File: src/rtl/ls_pkg.sv
// Shared types and widths for the load/store address generation unit.
package ls_pkg;

  localparam int unsigned ADDR_W         = 16;
  localparam int unsigned DATA_W         = 16;
  localparam int unsigned INDX_W         = 6;
  localparam int unsigned PHY_W          = 6;
  localparam int unsigned IMM_W          = 8;
  localparam int unsigned AGU_FIFO_DEPTH = 2;
  localparam int unsigned CNT_W          = $clog2(AGU_FIFO_DEPTH + 1);
  localparam int unsigned PTR_W          = $clog2(AGU_FIFO_DEPTH);

  typedef struct packed {
    logic              is_ld;
    logic              is_str;
    logic [INDX_W-1:0] indx;
    logic [ADDR_W-1:0] addr;
    logic [DATA_W-1:0] data;
    logic [PHY_W-1:0]  phy;
  } agu_entry_t;

  // Effective address: base plus sign-extended byte offset, carry dropped.
  function automatic logic [ADDR_W-1:0] agu_addr(input logic [ADDR_W-1:0] base,
                                                 input logic [IMM_W-1:0]  imm);
    return base + {{(ADDR_W - IMM_W){imm[IMM_W-1]}}, imm};
  endfunction

endpackage

File: src/rtl/ls_agu_fifo.sv
// Two-entry circular output FIFO for the AGU; head entry is always visible.
module ls_agu_fifo
  import ls_pkg::*;
(
  input  logic             clk_i,
  input  logic             rst_i,
  input  logic             flush_i,
  input  logic             push_i,
  input  agu_entry_t       push_data_i,
  input  logic             pop_i,
  output agu_entry_t       head_o,
  output logic [CNT_W-1:0] count_o
);

  agu_entry_t       mem_q [AGU_FIFO_DEPTH];
  logic [PTR_W-1:0] rd_ptr_q, rd_ptr_d;
  logic [PTR_W-1:0] wr_ptr_q, wr_ptr_d;
  logic [CNT_W-1:0] count_q, count_d;

  // Caller only pops when non-empty and only pushes into a free (or freed) slot.
  always_comb begin
    rd_ptr_d = rd_ptr_q;
    wr_ptr_d = wr_ptr_q;
    count_d  = count_q;
    if (flush_i) begin
      rd_ptr_d = '0;
      wr_ptr_d = '0;
      count_d  = '0;
    end else begin
      if (pop_i) begin
        rd_ptr_d = rd_ptr_q + 1'b1;
      end
      if (push_i) begin
        wr_ptr_d = wr_ptr_q + 1'b1;
      end
      count_d = count_q + {{(CNT_W-1){1'b0}}, push_i} - {{(CNT_W-1){1'b0}}, pop_i};
    end
  end

  always_ff @(posedge clk_i) begin
    if (rst_i) begin
      rd_ptr_q <= '0;
      wr_ptr_q <= '0;
      count_q  <= '0;
      for (int i = 0; i < AGU_FIFO_DEPTH; i++) begin
        mem_q[i] <= '0;
      end
    end else begin
      rd_ptr_q <= rd_ptr_d;
      wr_ptr_q <= wr_ptr_d;
      count_q  <= count_d;
      if (push_i && !flush_i) begin
        mem_q[wr_ptr_q] <= push_data_i;
      end
    end
  end

  assign head_o  = mem_q[rd_ptr_q];
  assign count_o = count_q;

endmodule

File: src/rtl/ls_agu.sv
// Load/store AGU: address adder, one issue register (S1) and a 2-entry output FIFO.
// Optional AGU_FAST_PATH_EN lets S1 strobe directly when the FIFO is empty.
module ls_agu
  import ls_pkg::*;
(
  input  logic              clk,
  input  logic              rst,
  input  logic              iss_vld,
  input  logic              iss_ld,
  input  logic              iss_str,
  input  logic [INDX_W-1:0] iss_indx,
  input  logic [ADDR_W-1:0] iss_base,
  input  logic [IMM_W-1:0]  iss_imm,
  input  logic [DATA_W-1:0] iss_data,
  input  logic [PHY_W-1:0]  iss_phy,
  input  logic              flsh,
  input  logic              stll,
  output logic              iss_rdy,
  output logic              mem_rd,
  output logic              mem_wrt,
  output logic [INDX_W-1:0] indx_ls,
  output logic [ADDR_W-1:0] addr_ls,
  output logic [DATA_W-1:0] data_str,
  output logic [PHY_W-1:0]  phy_addr_ld_in
);

  logic             s1_vld_q, s1_vld_d;
  agu_entry_t       s1_q, s1_d;
  agu_entry_t       head;
  agu_entry_t       out_e;
  logic [CNT_W-1:0] count;
  logic             accept;
  logic             fifo_push;
  logic             fifo_pop;
  logic             bypass;

  assign iss_rdy = ({1'b0, count} + {{CNT_W{1'b0}}, s1_vld_q}) < (CNT_W + 1)'(AGU_FIFO_DEPTH);

  always_comb begin
    accept   = iss_vld & iss_rdy & (iss_ld ^ iss_str) & ~flsh;
    fifo_pop = (count != '0) & ~stll & ~flsh;
`ifdef AGU_FAST_PATH_EN
    bypass   = (count == '0) & s1_vld_q & ~stll & ~flsh;
`else
    bypass   = 1'b0;
`endif
    // S1 may refill the slot freed by a same-cycle pop.
    fifo_push = s1_vld_q & ~bypass & ~flsh &
                ((count < CNT_W'(AGU_FIFO_DEPTH)) | fifo_pop);

    s1_vld_d = s1_vld_q;
    s1_d     = s1_q;
    if (fifo_push || bypass) begin
      s1_vld_d = 1'b0;
    end
    if (accept) begin
      s1_vld_d = 1'b1;
      s1_d     = '{is_ld:  iss_ld,
                   is_str: iss_str,
                   indx:   iss_indx,
                   addr:   agu_addr(iss_base, iss_imm),
                   data:   iss_data,
                   phy:    iss_phy};
    end
    if (flsh) begin
      s1_vld_d = 1'b0;
    end

    out_e          = bypass ? s1_q : head;
    mem_rd         = (fifo_pop | bypass) & out_e.is_ld;
    mem_wrt        = (fifo_pop | bypass) & out_e.is_str;
    indx_ls        = out_e.indx;
    addr_ls        = out_e.addr;
    data_str       = out_e.data;
    phy_addr_ld_in = out_e.phy;
  end

  always_ff @(posedge clk) begin
    if (rst) begin
      s1_vld_q <= 1'b0;
      s1_q     <= '0;
    end else begin
      s1_vld_q <= s1_vld_d;
      s1_q     <= s1_d;
    end
  end

  ls_agu_fifo u_fifo (
    .clk_i       (clk),
    .rst_i       (rst),
    .flush_i     (flsh),
    .push_i      (fifo_push),
    .push_data_i (s1_q),
    .pop_i       (fifo_pop),
    .head_o      (head),
    .count_o     (count)
  );

endmodule

File: config.mk
export PLATFORM = sky130hd
export DESIGN_NAME = ls_agu
export DESIGN_NICKNAME = d
export VERILOG_FILES = /design/src/rtl/ls_pkg.sv /design/src/rtl/ls_agu_fifo.sv /design/src/rtl/ls_agu.sv
export SDC_FILE = /design/constraint.sdc
export NUM_CORES = 1
export LEC_CHECK = 0
export ABC_AREA = 0
export BUFFER_PORTS_ARGS = -buffer_cell sky130_fd_sc_hd__buf_2
export CORE_UTILIZATION = 46
export CTS_CLUSTER_SIZE = 24
export DETAILED_ROUTE_END_ITERATION = 7
export PLACE_DENSITY = 0.68
export SYNTH_ARGS = -nofsm -noshare
export SYNTH_HDL_FRONTEND = slang
export SYNTH_SLANG_ARGS = --single-unit
File: constraint.sdc
create_clock -name clk -period 5.7 [get_ports clk]
set_clock_uncertainty 0.2 [all_clocks]
set_input_delay 0.285 -clock clk [delete_from_list [all_inputs] [get_ports clk]]
set_output_delay 0.285 -clock clk [all_outputs]
set_load 0.01 [all_outputs]
==> results.cfg <==
[power]
power.share.clock_pct = 45.3
pwr-share-comb_pct = 8.5
p_sw_share_pct = 21.57
total_leakage_power_nw = 3.262
switching_power_w = 0.0005424
internal_power_w = 0.001972
powerDensity_nw_per_um2 = 309.8
ir_drop_uv = 196.2
power_frac_seq_pct = 46.2

[final_layout]
fin_util_pct = 58.68
drive_gt1_share_pct = 28.67
final_cell_mix = buf_2 (105), and2_1 (95), edfxtp_1 (92)
nets = 765
layout_commonest_cell = buf_2
areaGrowthSynthToFinish_pct = 24.74
diodes = 0
fillers = 1134

[floorplanning]
start_util_pct = 47.05
die_w_um = 120.9
pin_count = 106
rows = 43
dieArea_um2 = 14620
die_y_um = 120.9
coreArea_um2 = 13830

[global_route]
antenna_found_initial = 0
globalRouteOverflowTotal = 0
grt_use_total_pct = 19.00
grt_pass1_wl_mm = 21.32
grt_max_degree = 54
grt_pass1_vias = 4349

[timing]
setup_viol = 0
finalHoldViolations = 0
fmax_mhz = 377.3
rsz0062_at_grt = no
setup_tns_ns = 0
setup_ws_ns = 3.050
tightestPinTransition_ns = 1.190
timing.final.crit_share_pct = 46.49
slew_headroom_pct = 20.65
drv_slew = 0
fin_crit_ns = 2.650

[drt]
post-route-drc-count = 0
vias_per_cell = 5.065
wl_mm = 13.24
ant_nets = 0
vias = 4462
drt_iter0_drc = 263
drt-pass1-iter-count = 5
drt-wirelength-per-cell_um = 15.03

[yosys]
synthCells = 559
synth_compound_area_share_pct = 8.482
synth_top_family_by_area = simple AND/OR/NAND/NOR gates
syn_avg_cell_area_um2 = 11.64
ys_seq_area_share_pct = 58.47
syn-num-nets = 636
synthMuxAreaShare_pct = 8.078
synth_edf_count = 92
synth-adder-area-share_pct = 3.578
yosysWarnings = 0
async_flop_share_pct = 0
yosys.area_share.simple_pct = 17.41
synthFlopType = edfxtp_1
syn_area_um2 = 6505
yosys.area_share.xor_xnor_pct = 1.750
synthDistinctLibCells = 49
synth_seq_cells = 144

[clocking]
root_buffer = clkbuf_16
htreeDepth = 4
clk_pin_slew_ns = 0.05
clk_latency_ns = 0.41
cts_buffer_depth = 2
post_cts_buffers = 0
cts_num_sinks = 144
numCtsBuffers = 17
cts_tree = yes
cts_hold_buffers = 30
post_cts_resized = 0

[worst_hold_path]
worstHoldPathType = in2reg
holdPathStages = 4

[worst_setup_path]
crit_type = in2reg
startpoint_type = input pin
critPathMaxFanout = 25
required_ns = 5.57
cp-end-kind = flop
arrival_ns = 2.52
reg2reg_depth = 4

[run]
maxCapViolCount = 0

[placed_design]
gp_congestion = 0.8930
dpl.hpwl_mm = 8.170
port_buffers = 105
pre_cts_slack_ns = 2.982

[run_status]
status = complete, no violations
==> synth_stat cells (all sizes together) (3+ instances only) <==
cell / number / area share, %
and2: 95 / 9.1
edfxtp: 92 / 42
nand2: 77 / 4.4
dfxtp: 52 / 16
a21oi: 50 / 3.8
mux2: 44 / 7.6
clkbuf: 24 / 1.4
ha: 17 / 3.3
nor2: 11 / 0.63
o21ai: 10 / 0.77
xnor2: 10 / 1.3
inv: 7 / 0.40
nor3: 7 / 0.62
a21o: 6 / 0.69
buf: 6 / 0.44
or3: 5 / 0.48
and3: 4 / 0.40
a211oi: 3 / 0.50
a21boi: 3 / 0.40
a31oi: 3 / 0.38
mux2i: 3 / 0.46
nand2b: 3 / 0.29
xor2: 3 / 0.40
==> worst max-delay path, stage by stage <==
cell and delay (ns):
dlygate4sd3_1 0.56, buf_2 0.19, nand2b_1 0.30, o21ai_4 0.71, buf_4 0.46
==> registers in the layout (all words and copies together), names as in the netlist, named ones only <==
name             count
u_fifo.mem_q        92
s1_q                46
u_fifo.count_o       2
s1_vld_q             1
u_fifo.rd_ptr_q      1
u_fifo.wr_ptr_q      1
==> power by group through the flow <==
stage	registers, W	clock network, W	logic (W)
after floorplan	0.00118	0	0.000128
after global placement	0.00118	0	0.000194
after detailed placement	0.00118	0	0.000196
after CTS	0.00116	0.00116	0.000214
after global routing	0.00117	0.00120	0.000235
final	0.00116	0.00114	0.000213
==> worst paths after layout <==
kind                    from             endpoint  slack, ns
setup / recovery        flsh  u_fifo.mem_q[0][23]       3.05
hold / removal    iss_imm[0]             s1_q[22]       0.13
setup reg to reg    s1_vld_q  u_fifo.mem_q[0][23]       3.19
hold reg to reg     s1_q[42]             s1_q[42]       0.26
==> cell type report <==
| type | instances | area, um2 | area share, % |
|---|---|---|---|
| multi-input combinational | 378 | 2575 | 31.73 |
| clock inverter | 14 | 190.2 | 2.344 |
| timing repair buffer | 140 | 863.3 | 10.64 |
| inverter | 7 | 26.28 | 0.3238 |
| tap | 180 | 225.2 | 2.776 |
| sequential | 144 | 3805 | 46.89 |
| clock buffer | 18 | 429.2 | 5.289 |
==> stage by stage <==
stage | hold WS (ns) | std cells | instance area [um2] | power, W
floorplan | 0.2210 | 559 | 6505 | 0.001308
global placement | 0.2446 | 819 | 7194 | 0.001374
finish | 0.1333 | 881 | 8114 | 0.002514
detailed placement | 0.2519 | 819 | 7194 | 0.001379
global route | 0.1852 | 881 | 8114 | 0.002601
CTS | 0.1104 | 881 | 8114 | 0.002530
==> per-layer routing <==
metal | global-route usage [%] | up-vias | part of all wire (%)
met3 | 3.806 | 16 | 4.3
met2 | 32.79 | 128 | 50
met5 | 0 | - | 0
met4 | 6.173 | 0 | 1.2
li1 | - | 2217 | -
met1 | 23.78 | 2101 | 44
==> logic make-up after synthesis <==
| logic type | after synthesis |
|---|---|
| adder cells (fa/ha/maj) | 18 |
| buffers and inverters | 37 |
| AND/OR/NAND/NOR | 214 |
| XOR/XNOR | 13 |
| AO/OA/AOI/OAI | 86 |
| multiplexers | 47 |
| flip-flops | 144 |
Power figures use the tool's default switching activity.
